`src/rtl/dequant_sprime_writer_if.sv`:
```
// Bundle of the dequantizer's start/control inputs, the coefficient stream
// and the SRAM write port.
//   master : upstream source / frame controller (drives start, Q_sel, coeff_*)
//   slave  : dequant_sprime_writer (drives coeff_ready, SRAM_*, done pulses)
//
// Handshake: a coefficient moves on the rising clock edge where
// coeff_valid && coeff_ready are both 1. The source holds coeff_data stable
// while coeff_valid=1 and coeff_ready=0; coeff_ready never depends on
// coeff_valid in the same cycle.
interface dequant_sprime_writer_if;
  logic        DQ_start;
  logic        Q_sel;
  logic        coeff_valid;
  logic [15:0] coeff_data;
  logic        coeff_ready;
  logic [17:0] SRAM_address;
  logic [15:0] SRAM_write_data;
  logic        SRAM_we_n;
  logic        block_done;
  logic        DQ_done;
  logic [1:0]  state_dbg;   // FSM state: 0 IDLE, 1 RUN, 2 FLUSH, 3 DONE

  modport master (
    output DQ_start, Q_sel, coeff_valid, coeff_data,
    input  coeff_ready, SRAM_address, SRAM_write_data, SRAM_we_n,
           block_done, DQ_done, state_dbg
  );

  modport slave (
    input  DQ_start, Q_sel, coeff_valid, coeff_data,
    output coeff_ready, SRAM_address, SRAM_write_data, SRAM_we_n,
           block_done, DQ_done, state_dbg
  );
endinterface

```
`src/rtl/dequant_sprime_writer.sv`:
```
// dequant_sprime_writer
// Takes quantized coefficients (64 per 8x8 block, JPEG zigzag order),
// dequantizes each with a power-of-two Q matrix and writes the S' word into
// the pre-IDCT SRAM region in row-major image order. Block order is all Y
// blocks, then all U blocks, then all V blocks, raster order within a plane.
// Ports:
//   CLOCK_50_I : system clock
//   Resetn     : asynchronous active-low reset
//   bus        : dequant_sprime_writer_if.slave (start, Q_sel, coefficient
//                stream, SRAM write port, block_done / DQ_done pulses,
//                state_dbg)
module dequant_sprime_writer #(
  parameter int SPRIME_BASE = 76800,
  parameter int Y_WIDTH     = 320,
  parameter int HEIGHT      = 240
) (
  input  logic                     CLOCK_50_I,
  input  logic                     Resetn,
  dequant_sprime_writer_if.slave   bus
);

  localparam logic [17:0] Y_BASE  = 18'(SPRIME_BASE);
  localparam logic [17:0] U_BASE  = 18'(SPRIME_BASE + Y_WIDTH * HEIGHT);
  localparam logic [17:0] V_BASE  = 18'(SPRIME_BASE + Y_WIDTH * HEIGHT + (Y_WIDTH / 2) * HEIGHT);
  localparam logic [17:0] Y_W     = 18'(Y_WIDTH);
  localparam logic [17:0] C_W     = 18'(Y_WIDTH / 2);
  localparam logic [5:0]  Y_BC_LAST = 6'(Y_WIDTH / 8 - 1);
  localparam logic [5:0]  C_BC_LAST = 6'(Y_WIDTH / 16 - 1);
  localparam logic [4:0]  BR_LAST   = 5'(HEIGHT / 8 - 1);

  // Zigzag index -> natural index 8*r + c within the 8x8 block.
  localparam logic [5:0] ZZ [64] = '{
    6'd0,  6'd1,  6'd8,  6'd16, 6'd9,  6'd2,  6'd3,  6'd10,
    6'd17, 6'd24, 6'd32, 6'd25, 6'd18, 6'd11, 6'd4,  6'd5,
    6'd12, 6'd19, 6'd26, 6'd33, 6'd40, 6'd48, 6'd41, 6'd34,
    6'd27, 6'd20, 6'd13, 6'd6,  6'd7,  6'd14, 6'd21, 6'd28,
    6'd35, 6'd42, 6'd49, 6'd56, 6'd57, 6'd50, 6'd43, 6'd36,
    6'd29, 6'd22, 6'd15, 6'd23, 6'd30, 6'd37, 6'd44, 6'd51,
    6'd58, 6'd59, 6'd52, 6'd45, 6'd38, 6'd31, 6'd39, 6'd46,
    6'd53, 6'd60, 6'd61, 6'd54, 6'd47, 6'd55, 6'd62, 6'd63
  };

  typedef enum logic [1:0] {IDLE = 2'd0, RUN = 2'd1, FLUSH = 2'd2, DONE = 2'd3} state_t;
  state_t state, state_nxt;

  logic [5:0] k;
  logic [5:0] bc;
  logic [4:0] br;
  logic [1:0] seg;
  logic       q_sel_r;

  logic accept, k_last, bc_last, br_last, seg_last, frame_last;
  logic [5:0]  zz_n;
  logic [2:0]  r, c;
  logic [3:0]  s;
  logic [2:0]  sh;
  logic [17:0] row18, col18, row_w, base, addr_nxt;
  logic signed [21:0] wide, shifted;
  logic [15:0] dq_val;

  assign accept     = bus.coeff_valid && (state == RUN);
  assign k_last     = (k == 6'd63);
  assign bc_last    = (bc == ((seg == 2'd0) ? Y_BC_LAST : C_BC_LAST));
  assign br_last    = (br == BR_LAST);
  assign seg_last   = (seg == 2'd2);
  assign frame_last = k_last && bc_last && br_last && seg_last;

  // Position of the current coefficient inside its block.
  assign zz_n = ZZ[k];
  assign r    = zz_n[5:3];
  assign c    = zz_n[2:0];

  // Image address: base(seg) + (8*br + r)*W + 8*bc + c.
  assign row18    = 18'({br, 3'b000}) + 18'(r);
  assign col18    = 18'({bc, 3'b000}) + 18'(c);
  assign row_w    = row18 * ((seg == 2'd0) ? Y_W : C_W);
  assign base     = (seg == 2'd0) ? Y_BASE : ((seg == 2'd1) ? U_BASE : V_BASE);
  assign addr_nxt = base + row_w + col18;

  // Shift amount depends on the anti-diagonal r+c and the latched Q matrix.
  assign s = {1'b0, r} + {1'b0, c};

  always_comb begin
    sh = 3'd0;
    if (!q_sel_r) begin
      if      (s == 4'd0) sh = 3'd3;
      else if (s == 4'd1) sh = 3'd2;
      else if (s <= 4'd3) sh = 3'd3;
      else if (s <= 4'd5) sh = 3'd4;
      else if (s <= 4'd7) sh = 3'd5;
      else                sh = 3'd6;
    end else begin
      if      (s == 4'd0) sh = 3'd3;
      else if (s <= 4'd3) sh = 3'd1;
      else if (s <= 4'd5) sh = 3'd2;
      else if (s <= 4'd7) sh = 3'd3;
      else                sh = 3'd4;
    end
  end

  // 16-bit input shifted by at most 6 fits in 22 bits; clamp back to 16.
  assign wide    = {{6{bus.coeff_data[15]}}, bus.coeff_data};
  assign shifted = wide <<< sh;

  always_comb begin
    dq_val = shifted[15:0];
    if (shifted > 22'sd32767)       dq_val = 16'h7FFF;
    else if (shifted < -22'sd32768) dq_val = 16'h8000;
  end

  // FSM
  always_ff @(posedge CLOCK_50_I or negedge Resetn) begin
    if (!Resetn) state <= IDLE;
    else         state <= state_nxt;
  end

  always_comb begin
    state_nxt = state;
    case (state)
      IDLE:    if (bus.DQ_start) state_nxt = RUN;
      RUN:     if (accept && frame_last) state_nxt = FLUSH;
      FLUSH:   state_nxt = DONE;
      DONE:    state_nxt = IDLE;
      default: state_nxt = IDLE;
    endcase
  end

  assign bus.coeff_ready = (state == RUN);
  assign bus.DQ_done     = (state == DONE);
  assign bus.state_dbg   = state;

  // Block position counters; a fresh start always begins at Y block (0,0).
  always_ff @(posedge CLOCK_50_I or negedge Resetn) begin
    if (!Resetn) begin
      k       <= 6'd0;
      bc      <= 6'd0;
      br      <= 5'd0;
      seg     <= 2'd0;
      q_sel_r <= 1'b0;
    end else if (state == IDLE && bus.DQ_start) begin
      k       <= 6'd0;
      bc      <= 6'd0;
      br      <= 5'd0;
      seg     <= 2'd0;
      q_sel_r <= bus.Q_sel;
    end else if (accept) begin
      k <= k + 6'd1;
      if (k_last) begin
        if (bc_last) begin
          bc <= 6'd0;
          if (br_last) begin
            br  <= 5'd0;
            seg <= seg_last ? 2'd0 : seg + 2'd1;
          end else begin
            br <= br + 5'd1;
          end
        end else begin
          bc <= bc + 6'd1;
        end
      end
    end
  end

  // Registered SRAM port: the write lands one cycle after acceptance.
  always_ff @(posedge CLOCK_50_I or negedge Resetn) begin
    if (!Resetn) begin
      bus.SRAM_address    <= 18'd0;
      bus.SRAM_write_data <= 16'd0;
      bus.SRAM_we_n       <= 1'b1;
      bus.block_done      <= 1'b0;
    end else begin
      bus.SRAM_we_n  <= !accept;
      bus.block_done <= accept && k_last;
      if (accept) begin
        bus.SRAM_address    <= addr_nxt;
        bus.SRAM_write_data <= dq_val;
      end
    end
  end

endmodule

```
`src/flat_wrapper.sv`:
```
// flat-port wrapper written by rule: the top's interface ports become plain ports
module dequant_sprime_writer_flat 
#(
  parameter int SPRIME_BASE = 76800,
  parameter int Y_WIDTH     = 320,
  parameter int HEIGHT      = 240
)
  (CLOCK_50_I, Resetn, bus_DQ_start, bus_Q_sel, bus_coeff_valid, bus_coeff_data, bus_coeff_ready, bus_SRAM_address, bus_SRAM_write_data, bus_SRAM_we_n, bus_block_done, bus_DQ_done, bus_state_dbg);
  dequant_sprime_writer_if bus_i ();
  input  logic CLOCK_50_I;
  input  logic Resetn;
  input wire logic [$bits(bus_i.DQ_start)-1:0] bus_DQ_start;
  input wire logic [$bits(bus_i.Q_sel)-1:0] bus_Q_sel;
  input wire logic [$bits(bus_i.coeff_valid)-1:0] bus_coeff_valid;
  input wire logic [$bits(bus_i.coeff_data)-1:0] bus_coeff_data;
  output wire logic [$bits(bus_i.coeff_ready)-1:0] bus_coeff_ready;
  output wire logic [$bits(bus_i.SRAM_address)-1:0] bus_SRAM_address;
  output wire logic [$bits(bus_i.SRAM_write_data)-1:0] bus_SRAM_write_data;
  output wire logic [$bits(bus_i.SRAM_we_n)-1:0] bus_SRAM_we_n;
  output wire logic [$bits(bus_i.block_done)-1:0] bus_block_done;
  output wire logic [$bits(bus_i.DQ_done)-1:0] bus_DQ_done;
  output wire logic [$bits(bus_i.state_dbg)-1:0] bus_state_dbg;
  assign bus_i.DQ_start = bus_DQ_start;
  assign bus_i.Q_sel = bus_Q_sel;
  assign bus_i.coeff_valid = bus_coeff_valid;
  assign bus_i.coeff_data = bus_coeff_data;
  assign bus_coeff_ready = bus_i.coeff_ready;
  assign bus_SRAM_address = bus_i.SRAM_address;
  assign bus_SRAM_write_data = bus_i.SRAM_write_data;
  assign bus_SRAM_we_n = bus_i.SRAM_we_n;
  assign bus_block_done = bus_i.block_done;
  assign bus_DQ_done = bus_i.DQ_done;
  assign bus_state_dbg = bus_i.state_dbg;
  dequant_sprime_writer #(.SPRIME_BASE(SPRIME_BASE), .Y_WIDTH(Y_WIDTH), .HEIGHT(HEIGHT)) u_core (.CLOCK_50_I(CLOCK_50_I), .Resetn(Resetn), .bus(bus_i));
endmodule
```
`config.mk`:
```
export PLATFORM = sky130hd
export DESIGN_NAME = dequant_sprime_writer_flat
export DESIGN_NICKNAME = d
export VERILOG_FILES = /design/src/rtl/dequant_sprime_writer_if.sv /design/src/rtl/dequant_sprime_writer.sv /design/src/flat_wrapper.sv
export SDC_FILE = /design/constraint.sdc
export NUM_CORES = 1
export LEC_CHECK = 0
export ABC_AREA = 0
export CAP_MARGIN = 40
export CORE_ASPECT_RATIO = 0.75
export CORE_MARGIN = 8
export CORE_UTILIZATION = 60
export DETAILED_ROUTE_END_ITERATION = 7
export GPL_TIMING_DRIVEN = 1
export HOLD_SLACK_MARGIN = 0.08
export PLACE_DENSITY_LB_ADDON = 0.1
export SYNTH_ARGS = -nofsm -noshare
export SYNTH_HDL_FRONTEND = slang
export SYNTH_SLANG_ARGS = --single-unit
```
`constraint.sdc`:
```
create_clock -name CLOCK_50_I -period 16.2 [get_ports CLOCK_50_I]
set_clock_uncertainty 0.05 [all_clocks]
set_input_delay 3.24 -clock CLOCK_50_I [delete_from_list [all_inputs] [get_ports CLOCK_50_I]]
set_output_delay 3.24 -clock CLOCK_50_I [all_outputs]
set_load 0.05 [all_outputs]
```
==> key figures, run 1 <==
Run status
  • Run status: finished clean

Detailed routing
  • Vias per cell: 5.89
  • Initial DRC Count: 470
  • Via count: 4949
  • DR DRC count: 0
  • Drt pass-1 iters: 5
  • WL/cell: 16.6 um
  • Routed Antenna Nets: 0
  • Routed wire length: 13.9 mm

CTS
  • Cts repair resizes: 0
  • Clk sinks: 58
  • Clock buffer depth: 2
  • H-tree Lvls: 3
  • CTS tree: built
  • Clock Tree Root: clkbuf_16
  • Clock transition at path regs: 0.05 ns
  • Postcts setup bufs: 0
  • Hold Buf Count CTS: 0
  • Num CTS Buffers: 9
  • Clk Latency, worst-skew pair: 0.33 ns

STA
  • Setup_tns: 0 ns
  • Final setup fails: 0
  • Max Slew Vio Count: 0
  • Tightest Pin Transition: 0.963 ns
  • Hold Violations, Final: 0
  • Fin crit share: 39.0%
  • Fmax achieved: 0.158 GHz
  • RSZ-0062 raised after global routing: false
  • Slew headroom: 35.8%
  • Period minus WS final: 6.31 ns

Logic synthesis
  • Commonest cells in the netlist: nand2_1, ha_1, dfrtp_1
  • Cell Area, Synth: 5610 sq um
  • Count leader, synth: nand2_1
  • Ys Warns: 0
  • Yosys cell types: 65
  • Post-synth ARST share: 100%
  • Yosys reg bits: 58
  • Register area share after synthesis: 25.9%
  • Synthesized instance count: 663
  • Synth top area cells: dfrtp_1, ha_1, nand2_1
  • Yosys top cell by area: dfrtp_1
  • Syn_area_per_cell: 8.47 sq um
  • Post-synth top flop: dfrtp_1
  • Top cell type's share of synthesized area: 25.4%
  • Number of synthesized flops with an enable pin: 0

Die
  • Starting Density: 61.8%
  • Row count: 30
  • I/O pin cnt: 61
  • Die Width: 128 um
  • Die Height: 99.8 um
  • Core box area: 9080 sq um
  • Die area: 12700 sq um

Worst hold path
  • Worst min-delay path category: reg2reg

Setup path
  • Most frequent CP cell: ha_1
  • Critical Path Start Type: register
  • Crit path max fanout: 18
  • Critical Path Sink Type: register
  • CP arrival: 6.46 ns
  • WP data required: 16.35 ns
  • Crit path kind: reg2reg
  • Cell breakdown of the critical path: inv_1 > ha_1 > mux2i_1 > mux2_2 > mux4_2 > nand2_1 > o21ai_0 > ha_1 > fa_1 > ha_1 > ha_1 > inv_1 > fa_1 > inv_1 > ha_1 > inv_1 > o21bai_1 > a31oi_1 > o21ai_0 > o41ai_1 > xnor2_1 > o21ai_0
  • CP peak stage delay: 0.67 ns
  • Slowest CP cell: dfrtp_1

Cells and area
  • Area growth, synth to finish: 17.0%
  • Finished layout cell area: 6570 sq um
  • Nets: 809
  • # diodes: 0
  • Share of cells above drive strength 1: 7.58%

GRT
  • Pin count of the biggest net entering global routing: 59
  • Total track usage: 22.5%
  • Grt total ovfl: 0
  • Antenna violations before repair: 0
  • Vias in the first global route: 4859
  • First-pass GRT wire length: 23.5 mm

Flow run
  • Number of max-cap violations: 0

Place
  • Detailed placement HPWL: 10.2 mm
  • Cell area after placement: 6290 sq um
  • Routability cong.: 0.946
  • Number of I/O port buffers: 60
==> per-layer routing <==
layer | wire length, um | vias up | track usage (%)
li1 | - | 2401 | -
met2 | 6200 | 192 | 34.7
met4 | 138 | 0 | 6.38
met1 | 6610 | 2338 | 30.7
met3 | 980 | 18 | 5.56
met5 | 0 | - | 0
==> registers in the layout, indices dropped and copies added (netlist names) <==
register                    cells
u_core.bus.SRAM_address        18
u_core.bc                       6
u_core.seg                      2
u_core.bus.state_dbg            2
u_core.bus.block_done           1
u_core.k                        6
u_core.bus.SRAM_write_data     16
u_core.q_sel_r                  1
u_core.br                       5
u_core.bus.SRAM_we_n            1
==> per-stage QoR <==
| stage | hold slack, ns | worst slack (ns) | util [%] | std cells |
|---|---|---|---|---|
| 3_5_place_dp | 0.412 | 9.96 | 69.2 | 824 |
| 6_report | 0.426 | 9.89 | 72.3 | 840 |
| 2_1_floorplan | 0.425 | 10.32 | - | 665 |
| 5_1_grt | 0.451 | 9.50 | 72.3 | 840 |
| 4_1_cts | 0.434 | 9.90 | 72.3 | 840 |
| 3_3_place_gp | 0.411 | 10.12 | 69.2 | 824 |
==> cell type report <==
type                       instances  area, sq um
clock buffer                      14          264
clock inverter                     2         12.5
fill                             716         2520
inverter                          54          203
multi-input combinational        515         3810
sequential                        58         1450
tap                              128          160
timing repair buffer              69          663
==> path summary, 6_finish.rpt <==
path | startpoint | slack (ns) | to | cells after the start
worst max-delay path | u_core.k[0]$_DFFE_PN0P_ | 9.89 | u_core.bus.SRAM_address[17]$_DFFE_PN0P_ | 22
worst min-delay path | u_core.bus.SRAM_address[17]$_DFFE_PN0P_ | 0.43 | u_core.bus.SRAM_address[17]$_DFFE_PN0P_ | 2
worst max register to register | u_core.k[0]$_DFFE_PN0P_ | 9.89 | u_core.bus.SRAM_address[17]$_DFFE_PN0P_ | 22
worst min register to register | u_core.bus.SRAM_address[17]$_DFFE_PN0P_ | 0.43 | u_core.bus.SRAM_address[17]$_DFFE_PN0P_ | 2
max in group asynchronous | Resetn | 12.57 | u_core.br[1]$_DFFE_PN0P_ | 2
min in group asynchronous | Resetn | 3.02 | u_core.bus.SRAM_address[13]$_DFFE_PN0P_ | 2
==> placed cells by master, fill, tap and decap left out, types with 5 or more instances in the layout <==
cell	instances
nor2_1	56
nor3_1	9
mux2i_1	25
nand3_1	11
nand3b_1	6
fa_1	16
ha_1	65
inv_1	51
o211ai_1	8
or3_1	7
a21oi_1	35
or2_2	5
o22ai_2	10
a21o_1	11
o22ai_1	6
buf_4	9
and2_1	12
xnor2_1	12
dfrtp_1	57
clkbuf_16	9
nand2b_1	5
clkdlybuf4s50_1	59
nand2_1	91
a31oi_1	7
o21ai_0	40
==> critical path, delay by kind of cell, from the launching register on <==
family / cells / cell delay (ns)
AO/OA/AOI/OAI: 6 / 0.97
flip-flops: 1 / 0.67
buffers and inverters: 4 / 0.47
multiplexers: 3 / 0.95
XOR/XNOR: 1 / 0.16
AND/OR/NAND/NOR: 1 / 0.12
adder cells (fa/ha/maj): 7 / 2.78
==> kinds of logic after synthesis <==
group,count (synthesis),synth area share (%)
adders and majority gates,81,20.2
xor gates and xnor gates,18,3.08
other,2,0.134
and+or+nand+nor,215,17.3
muxes,32,6.67
DFF,58,25.9
buffers and inverters,92,6.35
AOI/OAI and AO/OA,165,20.4
Power of run 1 is not shown: default switching activity piles up to over one toggle a cycle in this logic, so the estimate is an artifact.
==> run 2: changes to the inputs <==
- CORE_UTILIZATION: 60 -> 58
- clock period: 16.2 -> 6.1 ns (I/O delays scaled with it)
==> run 2 against run 1 <==
Largest cell class unchanged. Critical endpoint unchanged. Cell count rose by 0.95%. First-iteration DRC count fell by 44%. Die area rose by 3.0%.
==> key figures, run 2 (synthesized netlist as in run 1, its figures left out) <==
STA
  • Final setup fails: 0 (unchanged)
  • Period minus WS final: 5.77 ns (-0.542 ns)
  • Fin crit share: 94.6% (+56 points)
  • Max Slew Vio Count: 0 (unchanged)
  • RSZ-0062 raised after global routing: false
  • Tightest Pin Transition: 0.905 ns (-0.0579 ns)
  • Fmax achieved: 0.173 GHz (+9.4%)
  • Hold Violations, Final: 0 (unchanged)
  • Slew headroom: 39.6% (+3.9 points)
  • Setup_tns: 0 ns (unchanged)
  • Final WS setup: 0.330 ns (-9.56 ns)

GRT
  • Grt total ovfl: 0 (unchanged)
  • Vias in the first global route: 4920 (+1.3%)
  • Pin count of the biggest net entering global routing: 59 (unchanged)
  • Total track usage: 22.4% (-0.13 points)
  • Antenna violations before repair: 0 (unchanged)
  • First-pass GRT wire length: 23.9 mm (+1.9%)

Die
  • Row count: 31 (+3.3%)
  • Core box area: 9540 sq um (+5.0%)
  • Die Width: 130 um (+1.5%)
  • Die area: 13100 sq um (+3.0%)
  • I/O pin cnt: 61 (unchanged)
  • Starting Density: 58.8% (-3.0 points)
  • Die Height: 101 um (+1.4%)

Setup path
  • CP peak stage delay: 0.50 ns (-0.17 ns)
  • Crit path kind: reg2reg
  • Origin of the critical flop-to-flop path: u_core.k[1]$_DFFE_PN0P_
  • Slowest CP cell: mux4_2
  • Critical Path Sink Type: register
  • WP data required: 6.25 ns (-10.10 ns)
  • Crit path max fanout: 8 (-10)
  • CP arrival: 5.92 ns (-0.54 ns)
  • R2R Path End: u_core.bus.SRAM_address[17]$_DFFE_PN0P_
  • Critical Path Start Type: register
  • Most frequent CP cell: ha_1
  • Crit path from: u_core.k[1]$_DFFE_PN0P_
  • R2r setup slk: 0.33 ns (-9.56 ns)
  • Cell breakdown of the critical path: inv_1 > ha_2 > inv_1 > mux4_2 > mux4_2 > nor2_1 > nor2_1 > ha_1 > inv_1 > fa_1 > inv_1 > ha_1 > ha_1 > ha_1 > ha_1 > a21oi_1 > o21bai_1 > a31oi_1 > o21ai_0 > o41ai_2 > xnor2_1 > o21ai_0
  • Cells on worst reg2reg path: 22 (unchanged)

CTS
  • Clk sinks: 58 (unchanged)
  • Num CTS Buffers: 9 (unchanged)
  • Clock Tree Root: clkbuf_16
  • CTS tree: built
  • Clock transition at path regs: 0.05 ns (about the same)
  • Clk Latency, worst-skew pair: 0.34 ns (about the same)
  • Postcts setup bufs: 0 (unchanged)
  • Clock buffer depth: 2 (unchanged)
  • H-tree Lvls: 3 (unchanged)

Cells and area
  • Commonest non-fill, non-tap cells in the layout: nand2_1, ha_1, clkdlybuf4s50_1
  • Area growth, synth to finish: 18.3%
  • Nets: 813 (+0.49%)
  • Most common cell after layout, fill and taps aside: nand2_1
  • Biggest register: u_core.bus.SRAM_address
  • Max reg flops: 18 (unchanged)
  • Share of cells above drive strength 1: 8.94% (+1.4 points)
  • Top Registers: u_core.bus.SRAM_address (18), u_core.bus.SRAM_write_data (16)
  • # diodes: 0 (unchanged)

Place
  • Number of I/O port buffers: 60 (unchanged)
  • Detailed placement HPWL: 10.5 mm (+2.5%)
  • Pre-CTS setup slack: 0.244 ns (-9.71 ns)
  • Routability cong.: 0.907 (-4.1%)

Flow run
  • Number of max-cap violations: 0 (unchanged)

Worst hold path
  • Worst hold path cell count: 2 (unchanged)
  • Worst hold start: u_core.bus.SRAM_address[7]$_DFFE_PN0P_
  • Worst min-delay path category: reg2reg
  • Hold EP: u_core.bus.SRAM_address[7]$_DFFE_PN0P_

Detailed routing
  • Vias per cell: 5.85 (-0.66%)
  • Drt pass-1 iters: 6 (+1)
  • WL met2: 6.42 mm (+3.6%)
  • Routed wire length: 14.3 mm (+2.5%)
  • Met1 WL: 6.64 mm (+0.48%)
  • Routed Antenna Nets: 0 (unchanged)
  • Initial DRC Count: 264 (-44%)
  • WL/cell: 16.8 um (+1.5%)
  • Via count: 4963 (+0.28%)
  • DR DRC count: 0 (unchanged)
  • DR top layer: met4
  • Met3 WL: 1.04 mm (+6.4%)

Run status
  • Run status: finished clean
[run 2: cell type report]
type | count | area (sq um)
clock buffer | 9 | 225
clock inverter | 7 | 76.3
fill | 771 | 2900
inverter | 54 | 203
multi-input combinational | 515 | 3820
sequential | 58 | 1450
tap | 132 | 165
timing repair buffer | 73 | 693
[run 2: worst max-delay path by stage]
stage,endpoint,cells past startpoint
floorplan,u_core.bus.SRAM_address[17]$_DFFE_PN0P_,25
global placement,u_core.bus.SRAM_address[17]$_DFFE_PN0P_,22
detailed placement,u_core.bus.SRAM_address[17]$_DFFE_PN0P_,22
CTS,u_core.bus.SRAM_address[17]$_DFFE_PN0P_,22
global route,u_core.bus.SRAM_address[17]$_DFFE_PN0P_,22
finish,u_core.bus.SRAM_address[17]$_DFFE_PN0P_,22
[run 2: per-layer routing]
metal	up-vias	global-route usage, %
met3	21	5.10
met2	191	35.5
met1	2340	30.7
met5	-	0
li1	2411	-
met4	0	4.63
[run 2: timing repair]
item	in CTS	in global routing
gates resized for setup	0	3
hold buffers	0	0
setup endpoints to repair	0	4
[run 2: stage by stage]
stage	utilization [%]	instance area [sq um]	hold WS, ns	instances
after floorplan	-	5620	0.425	665
after global placement	66.3	6320	0.406	832
after detailed placement	66.3	6320	0.412	832
after CTS	69.4	6630	0.425	848
final	69.6	6640	0.418	848
after global routing	69.6	6640	0.455	848
[run 2: critical path: cells and delay by family (launching register included)]
family / cells / cell delay, ns
and+or+nand+nor: 2 / 0.17
buffers and inverters: 4 / 0.32
adders and majority gates: 7 / 2.45
DFF: 1 / 0.43
AOI/OAI and AO/OA: 6 / 1.13
muxes: 2 / 0.94
xor gates and xnor gates: 1 / 0.15
Power of run 2 is left out for the same reason.
==> run 3: changes to the inputs <==
- MAX_ROUTING_LAYER: default -> met4
==> run 3 against run 2 <==
Routed wire length grew 2.5%. Clock-buffer cell count unchanged. Via count increased by 2.0%. Die area unchanged. Critical path depth grew 1. Worst hold slack about the same. Critical path type unchanged. Critical endpoint is now u_core.bus.SRAM_address[16]$_DFFE_PN0P_. Largest cell class unchanged.
==> key figures, run 3 (synthesized netlist as in run 1, its figures left out) <==
CTS
  • Postcts setup bufs: 0 (unchanged)
  • Hold Buf Count CTS: 0 (unchanged)
  • Clock transition at path regs: 0.05 ns (about the same)
  • Clock buffer depth: 2 (unchanged)
  • Clk sinks: 58 (unchanged)
  • Num CTS Buffers: 9 (unchanged)
  • CTS tree: built
  • H-tree Lvls: 3 (unchanged)
  • Clock Tree Root: clkbuf_16
  • Clk Latency, worst-skew pair: 0.33 ns (about the same)

GRT
  • Grt total ovfl: 0 (unchanged)
  • Pin count of the biggest net entering global routing: 59 (unchanged)
  • Antenna violations before repair: 0 (unchanged)
  • First-pass GRT wire length: 24.4 mm (+2.0%)
  • Vias in the first global route: 5004 (+1.7%)
  • Total track usage: 23.6% (+1.2 points)

Cells and area
  • Biggest register: u_core.bus.SRAM_address
  • Nets: 815 (+0.25%)
  • Top Registers: u_core.bus.SRAM_address (18), u_core.bus.SRAM_write_data (16)
  • Most common cell after layout, fill and taps aside: nand2_1
  • Share of cells above drive strength 1: 8.91% (-0.025 points)
  • Area growth, synth to finish: 18.1%
  • Max reg flops: 18 (unchanged)
  • # diodes: 0 (unchanged)
  • Commonest non-fill, non-tap cells in the layout: nand2_1, ha_1, clkdlybuf4s50_1

Setup path
  • WP data required: 6.26 ns (about the same)
  • Critical Path Sink Type: register
  • Crit path max fanout: 8 (unchanged)
  • Most frequent CP cell: ha_1
  • Crit path kind: reg2reg
  • CP arrival: 5.93 ns (about the same)
  • Cell breakdown of the critical path: inv_1 > ha_1 > inv_1 > mux4_2 > mux4_2 > nor2_1 > nor2_1 > ha_1 > inv_1 > fa_1 > inv_1 > ha_1 > ha_1 > ha_1 > ha_1 > a21o_1 > a21oi_1 > o21bai_1 > a21oi_1 > o21bai_1 > a31o_2 > nand4b_1 > o211ai_1
  • R2r setup slk: 0.32 ns (about the same)
  • Critical Path Start Type: register
  • Slowest CP cell: mux4_2
  • CP peak stage delay: 0.51 ns (about the same)

Die
  • Die Width: 130 um (unchanged)
  • Row count: 31 (unchanged)
  • Die Height: 101 um (unchanged)
  • Starting Density: 58.8% (unchanged)
  • I/O pin cnt: 61 (unchanged)
  • Core box area: 9540 sq um (unchanged)
  • Die area: 13100 sq um (unchanged)

STA
  • Fin crit share: 94.7% (about the same)
  • Period minus WS final: 5.78 ns (+0.00488 ns)
  • Slew headroom: 37.5% (-2.2 points)
  • Fmax achieved: 0.173 GHz (about the same)
  • RSZ-0062 raised after global routing: false
  • Setup_tns: 0 ns (unchanged)
  • Max Slew Vio Count: 0 (unchanged)
  • Tightest Pin Transition: 0.938 ns (+0.0325 ns)
  • Final setup fails: 0 (unchanged)
  • Hold Violations, Final: 0 (unchanged)

Detailed routing
  • DR DRC count: 0 (unchanged)
  • Routed wire length: 14.6 mm (+2.5%)
  • WL/cell: 17.2 um (+2.2%)
  • Initial DRC Count: 455 (+72%)
  • Via count: 5061 (+2.0%)
  • Drt pass-1 iters: 5 (-1)
  • Routed Antenna Nets: 0 (unchanged)
  • Vias per cell: 5.95 (+1.7%)

Flow run
  • Number of max-cap violations: 0 (unchanged)

Place
  • Detailed placement HPWL: 10.8 mm (+2.7%)
  • Number of I/O port buffers: 60 (unchanged)
  • Routability cong.: 0.865 (-4.6%)

Worst hold path
  • Worst min-delay path category: reg2reg

Run status
  • Run status: finished clean
run 3: cell count changes in the layout (fill, tap and decap cells not counted), sizes merged:
cell,delta
buf,+2
clkinv,+2
bufinv,-1
inv,-1
run 3: critical path, delay by kind of cell (launching register included):
kind,cells,cell delay (ns)
buffers and inverters,4,0.28
DFF,1,0.49
AOI/OAI and AO/OA,7,1.17
and+or+nand+nor,3,0.27
adders and majority gates,7,2.43
muxes,2,0.97
run 3: cell type report:
class	count	area, sq um
multi-input combinational	515	3820
fill	763	2910
sequential	58	1450
timing repair buffer	75	708
clock buffer	9	225
inverter	54	203
tap	132	165
clock inverter	7	55.1
run 3: repair_timing:
| action | CTS | global route |
|---|---|---|
| hold endpoints to repair | 0 | 0 |
| endpoints found under the setup margin | 0 | 1 |
| resized for setup | 0 | 1 |
run 3: final timing paths:
path,startpoint,cells past startpoint,end
worst max-delay path,u_core.k[1]$_DFFE_PN0P_,23,u_core.bus.SRAM_address[16]$_DFFE_PN0P_
worst min-delay path,u_core.bus.SRAM_address[7]$_DFFE_PN0P_,2,u_core.bus.SRAM_address[7]$_DFFE_PN0P_
worst max register to register,u_core.k[1]$_DFFE_PN0P_,23,u_core.bus.SRAM_address[16]$_DFFE_PN0P_
worst min register to register,u_core.bus.SRAM_address[7]$_DFFE_PN0P_,2,u_core.bus.SRAM_address[7]$_DFFE_PN0P_
max in group asynchronous,Resetn,2,u_core.k[3]$_DFFE_PN0P_
min in group asynchronous,Resetn,2,u_core.bus.SRAM_address[12]$_DFFE_PN0P_
run 3: metal layers:
layer,global-route usage [%],part of all wire [%]
met1,31.4,47
met4,5.96,1.2
met5,-,0
met2,36.6,45
met3,4.31,6.9
run 3: per-stage QoR:
stage	setup WS (ns)	area, sq um	util, %	instances	hold slack (ns)
after global placement	0.481	6340	66.4	834	0.406
after global routing	0.0489	6630	69.5	850	0.444
after floorplan	0.224	5620	-	665	0.425
after detailed placement	0.326	6340	66.4	834	0.412
after CTS	0.300	6620	69.4	850	0.425
final	0.325	6630	69.5	850	0.419
Power of run 3 is left out for the same reason.
==> edit (config.mk and constraints of run 3) <==
Reset style: synchronous (`Resetn`), changed in 3 clocked blocks. Comments in the files are not updated.
--- a/src/rtl/dequant_sprime_writer.sv
+++ b/src/rtl/dequant_sprime_writer.sv
@@ -111,3 +111,3 @@
   // FSM
-  always_ff @(posedge CLOCK_50_I or negedge Resetn) begin
+  always_ff @(posedge CLOCK_50_I) begin
     if (!Resetn) state <= IDLE;
@@ -132,3 +132,3 @@
   // Block position counters; a fresh start always begins at Y block (0,0).
-  always_ff @(posedge CLOCK_50_I or negedge Resetn) begin
+  always_ff @(posedge CLOCK_50_I) begin
     if (!Resetn) begin
@@ -164,3 +164,3 @@
   // Registered SRAM port: the write lands one cycle after acceptance.
-  always_ff @(posedge CLOCK_50_I or negedge Resetn) begin
+  always_ff @(posedge CLOCK_50_I) begin
     if (!Resetn) begin
Behaviour: differs if Resetn is asserted again (counterexample within 4 cycles, from zero or initial values and one cycle with Resetn low); with Resetn held inactive, the same outputs for 4 cycles.
==> edit against run 3 <==
- worst setup slack gained 0.017 ns
- sequential cell count is the same
- synthesized area shrank 6.0%
- highest routed layer unchanged
- wire length shrank 5.3%
- critical path depth shrank 1
- final area shrank 3.9%
Power is left out: it rests on default switching activity, and per cell area and clock period it moved more than threefold.
==> edit: results (changes against run 3) <==
outcome=finished clean (unchanged); CTS Buf Count=9 (unchanged); PostCTS Resize Cnt=0 (unchanged); grt met2 use=0.381 (was 0.366); Avg Synthesized Cell Area=8.18 µm² (was 8.47 µm²); DR WL met3=689 µm (was 1020 µm); compound-cell area share of the yosys netlist=0.192 (was 0.204); share of the synthesized area in the top cell type=0.220 (was 0.254); Syn. warnings=0 (unchanged); Hold Crit Class=flop to flop (unchanged); DP Worst Slack=0.0546 ns (was 0.326 ns); Seq/Total Area, Yosys=0.220 (was 0.259); crit path to=u_core.bus.SRAM_address[17] (was u_core.bus.SRAM_address[16]); dpl hpwl=10800 µm (about the same); vias in the first global route=4772 (was 5004); first-pass GRT wire length=23100 µm (was 24400 µm); Top Metal Used=met4 (unchanged); metal2 WL=6480 µm (was 6550 µm); top post-synthesis cells by count=107 x nand2_1, 64 x ha_1, 58 x dfxtp_1 (was 91 x nand2_1, 65 x ha_1, 57 x dfrtp_1); Synth Area in XOR/XNOR=0.0415 (was 0.0308); # diodes=0 (unchanged); post-layout min period=5.76 ns (was 5.78 ns); initial DRC count=328 (was 455); gr usage total=0.233 (was 0.236); ranking of synthesized cells by area=dfxtp_1 22%, ha_1 15%, nand2_1 7.6% (was dfrtp_1 25%, ha_1 14%, nand2_1 6.1%); global routing usage on met3=0.0512 (was 0.0431); Fillers=696 (was 763); Hold Startpoint=u_core.bus.SRAM_write_data[0] (was u_core.bus.SRAM_address[7]); post-synthesis mux area share=0.0721 (was 0.0667); WL final=13900 µm (was 14600 µm); worst reg2reg setup slack=0.34 ns (was 0.32 ns); hold path depth=1 (was 2); global routing met1 resource utilization=0.280 (was 0.314); clock-pin slew on the worst setup and hold paths=0.06 ns; GPL Wtd Cong=0.915 (was 0.865); placed inst area=6010 µm² (was 6340 µm²); Largest regs=u_core.bus.SRAM_address: 18 flops, u_core.bus.SRAM_write_data: 16 flops (unchanged); clk buf depth=2 (unchanged); Netlist cell types=66 (was 65); total of max-cap violations=0 (unchanged); Hold Path End=u_core.bus.SRAM_write_data[0] (was u_core.bus.SRAM_address[7]); largest net degree at the start of global routing=23 (was 59); Worst EP arrival=5.93 ns (about the same); Worst Tran Pin Value=0.704 ns (was 0.938 ns); Reg2Reg Depth=22 (was 23); met1 WL=6380 µm (was 6890 µm); routed len/inst=17.0 µm (was 17.2 µm); WHS=0.413 ns (was 0.419 ns); antenna violations before repair=0 (unchanged); Reg2Reg Launch Point=u_core.k[1] (unchanged); layout cells sized above 1=0.0950 (was 0.0891); vias per cell=5.85 (was 5.95); async set or reset register ratio after synthesis=0 (was 1.00); Adder-Cell Fraction of Synth Area=0.216 (was 0.202); dpl cells=801 (was 834)
==> edit: cell types whose count changed after synthesis, sizes merged, moves of 13 or more <==
cell / delta
xor2: +13
a221o: +13
dfrtp: -57
dfxtp: +58
o22ai: -14
o21ai: -16
nand2: +16
==> edit: worst max-delay path: stages (launching register included) <==
cell and delay (ns):
dfxtp_2 0.41, inv_1 0.08, buf_4 0.17, ha_1 0.22, mux4_2 0.47, mux4_2 0.51
nor2_1 0.11, nor2_1 0.09, ha_1 0.27, inv_1 0.05, fa_1 0.50, inv_1 0.04
ha_1 0.28, ha_1 0.29, ha_1 0.28, ha_1 0.34, a21o_1 0.21, a2111oi_2 0.38
nor3_1 0.12, a41o_1 0.29, o41ai_2 0.25, xnor2_1 0.15, a21oi_1 0.08
==> edit: cell type report <==
class	count	area (µm²)	share of cell area
clock inverter	7	125	0.0196
clock buffer	9	225	0.0353
tap	112	140	0.0220
timing repair buffer	77	736	0.115
inverter	47	176	0.0277
sequential	58	1160	0.182
multi-input combinational	507	3810	0.597
